==> src/rtl/mem_arbiter.sv <==
// Two-port (I-cache / D-cache) arbiter in front of a single lower-memory port.
// Define MEM_ARB_ROUND_ROBIN_EN for alternating priority; default build gives D priority.
module mem_arbiter #(
  parameter int ADDR_W = 32,
  parameter int LINE_W = 256
) (
  input  logic              clk,
  input  logic              rst,
  input  logic              i_read,
  input  logic [ADDR_W-1:0] i_addr,
  output logic [LINE_W-1:0] i_rdata,
  output logic              i_resp,
  input  logic              d_read,
  input  logic              d_write,
  input  logic [ADDR_W-1:0] d_addr,
  input  logic [LINE_W-1:0] d_wdata,
  output logic [LINE_W-1:0] d_rdata,
  output logic              d_resp,
  output logic              mem_read,
  output logic              mem_write,
  output logic [ADDR_W-1:0] mem_addr,
  output logic [LINE_W-1:0] mem_wdata,
  input  logic [LINE_W-1:0] mem_rdata,
  input  logic              mem_resp,
  output logic              d_blocked
);

  typedef enum logic [1:0] {IDLE, I_SERVE, D_SERVE} state_e;

  state_e            state_q;
  logic              mem_read_q, mem_write_q;
  logic [ADDR_W-1:0] mem_addr_q;
  logic [LINE_W-1:0] mem_wdata_q;
  logic              d_req, grant_d;

  assign d_req = d_read | d_write;

`ifdef MEM_ARB_ROUND_ROBIN_EN
  // last_grant_d_q: 1 = D was granted last, 0 = I (reset value)
  logic last_grant_d_q;
  assign grant_d = d_req && !(i_read && last_grant_d_q);
`else
  assign grant_d = d_req;
`endif

  always_ff @(posedge clk or negedge rst) begin
    if (!rst) begin
      state_q     <= IDLE;
      mem_read_q  <= 1'b0;
      mem_write_q <= 1'b0;
      mem_addr_q  <= '0;
      mem_wdata_q <= '0;
`ifdef MEM_ARB_ROUND_ROBIN_EN
      last_grant_d_q <= 1'b0;
`endif
    end else begin
      case (state_q)
        IDLE: begin
          // A combined read+write from D is a writeback, so write wins.
          if (grant_d) begin
            state_q     <= D_SERVE;
            mem_addr_q  <= d_addr;
            mem_wdata_q <= d_wdata;
            mem_write_q <= d_write;
            mem_read_q  <= !d_write;
`ifdef MEM_ARB_ROUND_ROBIN_EN
            last_grant_d_q <= 1'b1;
`endif
          end else if (i_read) begin
            state_q     <= I_SERVE;
            mem_addr_q  <= i_addr;
            mem_wdata_q <= '0;
            mem_write_q <= 1'b0;
            mem_read_q  <= 1'b1;
`ifdef MEM_ARB_ROUND_ROBIN_EN
            last_grant_d_q <= 1'b0;
`endif
          end
        end
        I_SERVE, D_SERVE: begin
          if (mem_resp) begin
            state_q     <= IDLE;
            mem_read_q  <= 1'b0;
            mem_write_q <= 1'b0;
          end
        end
        default: state_q <= IDLE;
      endcase
    end
  end

  assign mem_read  = mem_read_q;
  assign mem_write = mem_write_q;
  assign mem_addr  = mem_addr_q;
  assign mem_wdata = mem_wdata_q;
  assign i_rdata   = mem_rdata;
  assign d_rdata   = mem_rdata;
  assign i_resp    = (state_q == I_SERVE) && mem_resp;
  assign d_resp    = (state_q == D_SERVE) && mem_resp;
  assign d_blocked = (state_q == I_SERVE) && d_req;

endmodule

==> config.mk <==
export PLATFORM = sky130hd
export DESIGN_NAME = mem_arbiter
export DESIGN_NICKNAME = d
export VERILOG_FILES = /design/src/rtl/mem_arbiter.sv
export SDC_FILE = /design/constraint.sdc
export NUM_CORES = 1
export LEC_CHECK = 0
export CAP_MARGIN = 15
export CELL_PAD_IN_SITES_DETAIL_PLACEMENT = 1
export CELL_PAD_IN_SITES_GLOBAL_PLACEMENT = 2
export CORE_AREA = 2 2 534 536
export CTS_BUF_LIST = sky130_fd_sc_hd__clkbuf_2
export DETAILED_ROUTE_END_ITERATION = 16
export DIE_AREA = 0 0 536 538
export PLACE_DENSITY = 0.31
export SYNTH_ARGS = -nofsm -noshare
export SYNTH_HDL_FRONTEND = slang
export SYNTH_SLANG_ARGS = --single-unit
==> constraint.sdc <==
create_clock -name clk -period 3.7 [get_ports clk]
set_input_delay 1.11 -clock clk [delete_from_list [all_inputs] [get_ports clk]]
set_output_delay 1.11 -clock clk [all_outputs]
set_load 0.05 [all_outputs]
# After elaboration in Yosys (flattened, before gate mapping)
# Index checks and enable logic that the tools add are counted.
op_classes:
  add_sub_neg: 0
  multipliers: 0
  div_mod_pow: 0
  n_lt_le_gt_ge: 0
  n_eq_ne: 4
  shift: 0
  n_mux: 15
  bitwise: 1
  n_reduce_logical: 11
ops:
  columns: ["cell", "n"]
  rows:
  - ["$mux 256", 2]
  - ["$mux 32", 2]
  - ["$mux 2", 3]
  - ["$mux 1", 5]
  - ["$pmux 1 s2", 2]
  - ["$pmux 2 s2", 1]
  - ["$reduce_and 2->1", 2]
  - ["$reduce_bool 2->1", 2]
  - ["$logic_and 1x1->1", 3]
  - ["$ne 3x3->1 const B", 1]
  - ["$reduce_and 3->1", 1]
  - ["$eq 2x1->1 const B", 1]
  - ["$eq 2x2->1 const B", 1]
  - ["$logic_not 2->1", 1]
  - ["$ne 2x2->1 const B", 1]
  - ["$reduce_or 2->1", 1]
  - ["$logic_not 1->1", 1]
  - ["$or 1x1->1", 1]
word_totals:
  ff_bits: 292
  latchBits: 0
  ram_bits: 0
  rom_bits: 0
  output_inout_bits: 805
  elab_cells: 36
  memories: 0

# Longest topological paths before layout
# Gate-level depths: netlist of the first run.
logic_depth:
  word_depth: 4
  mapped_depth: 7
  depth_no_buf: 5

# Worst setup path before layout of the first run
# Ideal clock, no wire load.
synth_timing:
  kind: "input to output"
  from: "in d_write"
  to: "out d_blocked"
  t_arrival_ps: 2073
  required_time_ps: 2590
  setup_slack_ps: 517
  path_stages: 3
  n_path_buf: 1
  path_cell_list: "nor2_4 buf_2 nor2b_1"
synth_via:
  elab_chain_cells: 2
synth_rtl:
  columns: ["item", "line_no", "text"]
  rows:
  - ["start, declared", "14", "input logic d_write,"]
  - ["$or 1x1->1", "36", "assign d_req = d_read | d_write;"]
  - ["$logic_and 1x1->1", "100", "assign d_blocked = (state_q == I_SERVE) && d_req;"]
  - ["end, declared", "25", "output logic d_blocked"]
# No other way between the ends.

# Worst setup path after layout of the first run
layout_timing:
  from: "reg state_q[0]"
  to: "out i_resp"
layout_via:
  elab_chain_cells: 2
layout_rtl:
  columns: ["item", "line_no", "text"]
  rows:
  - ["start, declared", "30", "state_e state_q;"]
  - ["start signal, assigned", "48", "state_q <= IDLE;"]
  - ["start signal, assigned", "61", "state_q <= D_SERVE;"]
  - ["start signal, assigned", "70", "state_q <= I_SERVE;"]
  - ["$eq 2x1->1", "98", "assign i_resp = (state_q == I_SERVE) && mem_resp;"]
  - ["$logic_and 1x1->1", "98", null]
  - ["end, declared", "12", "output logic i_resp,"]
# No other way between the ends.

==> metrics.yaml, run 1 <==
worst_setup_path:
  worst_r2r_endpoint: "mem_wdata[209]$_DFFE_PN0P_"
  path_cells: "buf_6 > ha_4 > and2_4 > buf_12"
  cpMaxStageDelayCell: "dfrtp_1"
  max_stage_delay_ns: 0.41
  cp-start-kind: "register"
  critPathBufInv: 2
  worstReg2RegStart: "state_q[0]$_DFFE_PN0P_"
  critPathLaunch: "state_q[0]$_DFFE_PN0P_"
  reg2reg_slack_ns: 1.44
  worstRegToRegCells: 8
  worstSetupEndpointType: "output pin"
  cp.arrival_ns: 2.33
  crit_path_end: "i_resp"
  crit_fanout: 2
  crit_family: "flip-flops"
  worstSetupPathType: "reg2out"
  cp.required_ns: 2.59
  cp.depth: 4
layout:
  final_util_pct: 9.06
  fin_area_sq_mm: 0.0257
  syn_to_final_growth_pct: 75.3
  drive_gt1_share_pct: 30.3
  num-fill-cells: 33200
  num-nets-final: 2345
  final_cell_mix: "324 x clkdlybuf4s50_1, 283 x dfrtp_1, 274 x dlygate4sd3_1"
  layout_commonest_cell: "clkdlybuf4s50_1"
timing:
  hold_viol: 0
  slew_headroom_pct: 56.7
  final_max_slew_viol_count: 0
  finClkSkew_ns: 0.214
  worst_slew_pin_slew_ns: 0.650
  min_period_ns: 3.44
  setup_viol: 0
  fmax_ghz: 0.290
  setup_tns_ns: 0
  rsz0062_at_grt: "true"
  period_share_pct: 93.1
  whs_ns: 0.412
yosys:
  synthFlopType: "dfrtp_1"
  ys_warn_count: 0
  ys_seq_area_share_pct: 49.9
  async_reset_ff_share_pct: 100
  ys_types: 21
  synth_top_cell_area_share_pct: 49.9
  synth_enable_flop_cells: 0
  syn_inst: 1250
  synth_top_area_cell: "dfrtp_1"
  syn_nets: 1835
  syn_area_sq_mm: 0.0146
  ys_top_cells_by_area: "dfrtp_1 50%, buf_4 27%, a22o_1 15%, mux2i_1 2.3%, buf_2 1.4%"
  synth-seq-cells: 292
  synth.avg_cell_area_sq_um: 11.7
clock_network:
  cts_buffer_depth: 4
  cts_tree: "done"
  cts-htree-levels: 3
  cts-root-buf: "clkbuf_2"
  cts_sinks: 292
  cts_buffers: 107
  clkSlewWorstSetupHoldPaths_ns: 0.09
  clk_latency_ns: 1.56
detailed_routing:
  drt-vias-per-instance: 2.11
  first_pass_iters: 4
  routed_wl_microns: 123000
  vias: 11800
  drc: 0
  post_drt_wl_per_cell_microns: 22.0
  drtIter0Drc: 412
  ant_nets: 0
die:
  die_w_microns: 536
  fp-row-count: 196
  die_y_microns: 538
  pin_count: 1387
  coreArea_sq_mm: 0.283
  dieArea_sq_mm: 0.288
  start_util_pct: 5.17
pwr:
  p_leak_nw: 10.1
  vdd_drop_max_uv: 368
  power-per-cell-area_mw_per_mm2: 940
hold_path:
  worstHoldPathCells: 2
  hp-class: "in2reg"
status:
  outcome: "finished, final reports clean"
global_routing:
  grt_pass1_vias: 13000
  grt_use_total_pct: 8.20
  grt_max_degree: 59
  grt_remaining_overflow: 0
  antenna_found_initial: 55
  grt_pass1_wl_microns: 151000
placed_design:
  gp_congestion: 0.657
  port_buffers: 618
  dpl-instance-area_sq_mm: 0.0218
  place_hpwl_microns: 103000
run:
  drv_cap: 0
==> layout make-up <==
type / instances / area (sq um) / area share (%)
Inverter: 4 / 15.0 / 0.0585
Clock inverter: 25 / 129 / 0.502
Multi-Input combinational cell: 375 / 3070 / 11.9
Antenna cell: 14 / 35.0 / 0.137
Sequential cell: 292 / 7320 / 28.5
Timing Repair Buffer: 980 / 9650 / 37.6
Clock buffer: 149 / 746 / 2.91
Tap cell: 3762 / 4710 / 18.3
==> what timing repair did <==
action	4_1_cts	5_1_grt
pin swaps	1	0
hold endpoints to repair	552	0
gates resized for setup	1529	0
endpoints found under the setup margin	281	3
buffers inserted	38	2
hold buffers	275	0
==> state kept, by name (all words and copies together), names as in the netlist <==
name / cells
state_q: 2
mem_read: 1
mem_addr: 32
mem_wdata: 256
mem_write: 1
==> report_power, final <==
| group | switching [W] | internal, W |
|---|---|---|
| logic | 0.0102 | 0.00488 |
| registers | 0.00117 | 0.00474 |
| clock network | 0.00194 | 0.00114 |
==> worst register-to-register path, stage by stage (launching register included) <==
cell	delay, ns
dfrtp_1	0.41
inv_2	0.08
buf_4	0.10
buf_4	0.10
ha_1	0.38
nor2b_4	0.49
buf_12	0.23
buf_4	0.19
a22o_1	0.14
==> how the worst min path moves through the flow <==
| stage | from | end |
|---|---|---|
| 2_1_floorplan | state_q[1]$_DFFE_PN0P_ | state_q[1]$_DFFE_PN0P_ |
| 3_3_place_gp | mem_addr[26]$_DFFE_PN0P_ | mem_addr[26]$_DFFE_PN0P_ |
| 3_5_place_dp | mem_addr[15]$_DFFE_PN0P_ | mem_addr[15]$_DFFE_PN0P_ |
| 4_1_cts | d_wdata[43] | mem_wdata[43]$_DFFE_PN0P_ |
| 5_1_grt | d_wdata[109] | mem_wdata[109]$_DFFE_PN0P_ |
| 6_report | d_wdata[109] | mem_wdata[109]$_DFFE_PN0P_ |
==> stage by stage <==
step,cells,setup WS [ns],total power [W]
2_1_floorplan,1250,0.517,0.0153
3_3_place_gp,5098,0.355,0.0211
3_5_place_dp,5098,0.435,0.0211
4_1_cts,5585,-0.223,0.0252
5_1_grt,5599,-0.187,0.0260
6_report,5601,0.256,0.0241
==> cell usage after synthesis, drive strengths merged, types with 2 or more instances <==
library cell,count
ha,3
a22o,258
nand2,34
nor2b,4
clkbuf,2
and2,2
o21ai,34
dfrtp,292
inv,4
mux2i,33
buf,577
==> cells by family (layout without fill, tap and decap cells) <==
family | Yosys count | count (layout) | synth area share [%]
AOI/OAI and AO/OA | 296 | 296 | 16.9
adders and majority gates | 3 | 3 | 0.256
muxes | 33 | 33 | 2.26
buffers and inverters | 583 | 1158 | 29.4
and+or+nand+nor | 43 | 43 | 1.31
DFF | 292 | 292 | 49.9
other | 0 | 14 | 0
==> routing by layer <==
layer	part of all wire, %	track usage (%)	up-vias
met4	5.7	4.45	14
met1	36	8.68	5477
met2	40	11.5	968
li1	-	-	4942
met5	0.073	0.115	-
met3	18	6.48	433
Power figures use the tool's default switching activity.
==> run 2, diff against run 1 <==
--- a/config.mk
+++ b/config.mk
@@ -6,4 +6,5 @@
 export NUM_CORES = 1
 export LEC_CHECK = 0
+export ABC_CLOCK_PERIOD_IN_PS = 3700
 export CAP_MARGIN = 15
 export CELL_PAD_IN_SITES_DETAIL_PLACEMENT = 1
==> constraint.sdc (replaced) <==
create_clock -name clk -period 3.7 [get_ports clk]
set_input_delay 0.925 -clock clk [delete_from_list [all_inputs] [get_ports clk]]
set_output_delay 0.925 -clock clk [all_outputs]
set_load 0.05 [all_outputs]
==> run 2 against run 1 <==
Compared with the run above:
- first-iteration DRC count shrank 7.3%
- utilization up 0.071 points
- clock skew shrank 0.0023 ns
- combinational power shrank 5%
- clock power up 5%
- critical path type is now in2out
- largest cell class unchanged
==> metrics.yaml, run 2 (synthesis gave the netlist of run 1 again) <==
global_routing:
  grt_pass1_vias: 13400
  gr-max-usage-layer: "met2"
  grt.met1_usage_pct: 8.76
  use_met3_pct: 6.87
  grt_max_degree: 93
  grt_pass1_wl_microns: 154000
  grt_use_total_pct: 8.35
  gr-usage-met2_pct: 11.4
  grt_remaining_overflow: 0
  antenna_found_initial: 53
pwr:
  power_frac_seq_pct: 24.5
  clkPwrFrac_pct: 13.8
  vdd_drop_max_uv: 377
  comb_power_share_pct: 61.7
  power-per-cell-area_mw_per_mm2: 902
  p_sw_share_pct: 57.1
  p_int_w: 0.0100
  p_sw_w: 0.0133
  p_leak_nw: 10.0
placed_design:
  port_buffers: 618
  place_hpwl_microns: 102000
  gp_congestion: 0.663
  place_ws_ns: 0.697
  dpl-instance-area_sq_mm: 0.0216
die:
  coreArea_sq_mm: 0.283
  dieArea_sq_mm: 0.288
  pin_count: 1387
  fp-row-count: 196
  die_y_microns: 538
  start_util_pct: 5.17
  die_w_microns: 536
worst_setup_path:
  crit_fanout: 4
  cp.arrival_ns: 2.51
  worstSetupEndpointType: "output pin"
  cp.required_ns: 2.77
  worstSetupPathType: "in2out"
  cp-start-kind: "input pin"
timing:
  fmax_ghz: 0.292
  slew_headroom_pct: 51.9
  final_max_slew_viol_count: 0
  finClkSkew_ns: 0.212
  worst_slew_pin_slew_ns: 0.722
  finalWorstSetupSlack_ns: 0.270
  whs_ns: 0.486
  period_share_pct: 92.7
  hold_viol: 0
  setup_viol: 0
  min_period_ns: 3.43
detailed_routing:
  vias: 12100
  post_drt_wl_per_cell_microns: 22.3
  ant_nets: 0
  drt-vias-per-instance: 2.15
  drtIter0Drc: 382
  routed_wl_microns: 125000
  drc: 0
  first_pass_iters: 6
clock_network:
  cts-root-buf: "clkbuf_2"
  cts_buffers: 113
  clkSlewWorstSetupHoldPaths_ns: 0.08
  clk_latency_ns: 1.60
  cts_sinks: 292
  cts_tree: "done"
  cts_buffer_depth: 4
  cts-htree-levels: 3
layout:
  largest_reg_flops: 256
  num-fill-cells: 33200
  fin_area_sq_mm: 0.0259
  syn_to_final_growth_pct: 76.7
  final_cell_mix: "348 x dlygate4sd3_1, 324 x clkdlybuf4s50_1, 291 x dfrtp_1"
  drive_gt1_share_pct: 26.4
  final_util_pct: 9.13
  num-nets-final: 2367
  layout_commonest_cell: "dlygate4sd3_1"
status:
  outcome: "finished, final reports clean"
run:
  drv_cap: 0
hold_path:
  hp-class: "reg2reg"
==> run 2: metrics by stage <==
stage	TNS, ns	std cells	total power, W
6_report	0	5632	0.0233
4_1_cts	-0.289	5616	0.0245
3_5_place_dp	0	5076	0.0209
2_1_floorplan	0	1250	0.0153
3_3_place_gp	0	5076	0.0209
5_1_grt	-0.0142	5624	0.0252
==> run 2: path summary, 6_finish.rpt <==
check / cells past startpoint / startpoint / end / slack (ns)
max in group asynchronous: 4 / rst / mem_addr[19]$_DFFE_PN0P_ / 2.48
max: 4 / mem_resp / i_resp / 0.27
min: 2 / mem_addr[2]$_DFFE_PN0P_ / mem_addr[2]$_DFFE_PN0P_ / 0.49
min reg2reg: 2 / mem_addr[2]$_DFFE_PN0P_ / mem_addr[2]$_DFFE_PN0P_ / 0.49
min in group asynchronous: 4 / rst / mem_wdata[227]$_DFFE_PN0P_ / 0.69
max reg2reg: 8 / state_q[1]$_DFFE_PN0P_ / mem_read$_DFFE_PN0P_ / 1.30
==> run 2: worst max-delay path: stages <==
cell	delay, ns
dlygate4sd3_1	0.63
clkdlybuf4s50_1	0.63
and2_4	0.19
buf_12	0.13
==> run 2: cell type report <==
type,count,area [sq um],share of cell area (%)
clock inverter,18,75.1,0.290
sequential,292,7310,28.3
antenna,16,40.0,0.155
inverter,4,15.0,0.0580
tap,3762,4710,18.2
clock buffer,169,846,3.27
multi-input combinational,375,3070,11.9
timing repair buffer,996,9810,37.9
==> run 2: power by group through the flow <==
stage	Combinational [W]	Clock [W]	Sequential, W
3_5_place_dp	0.0151	0	0.00579
4_1_cts	0.0150	0.00368	0.00576
2_1_floorplan	0.00448	0	0.0108
6_report	0.0144	0.00322	0.00572
5_1_grt	0.0155	0.00377	0.00597
3_3_place_gp	0.0151	0	0.00577
==> run 2: per-layer routing <==
metal | wire, microns | up-vias
met4 | 7940 | 16
met2 | 49100 | 986
met3 | 23000 | 469
li1 | - | 5002
met5 | 98 | -
met1 | 45300 | 5619
==> run 2: timing repair <==
item,in CTS,in global routing
hold buffers,349,0
gates resized for setup,1131,0
endpoints found under the hold margin,584,0
endpoints found under the setup margin,280,0
buffers inserted,4,0
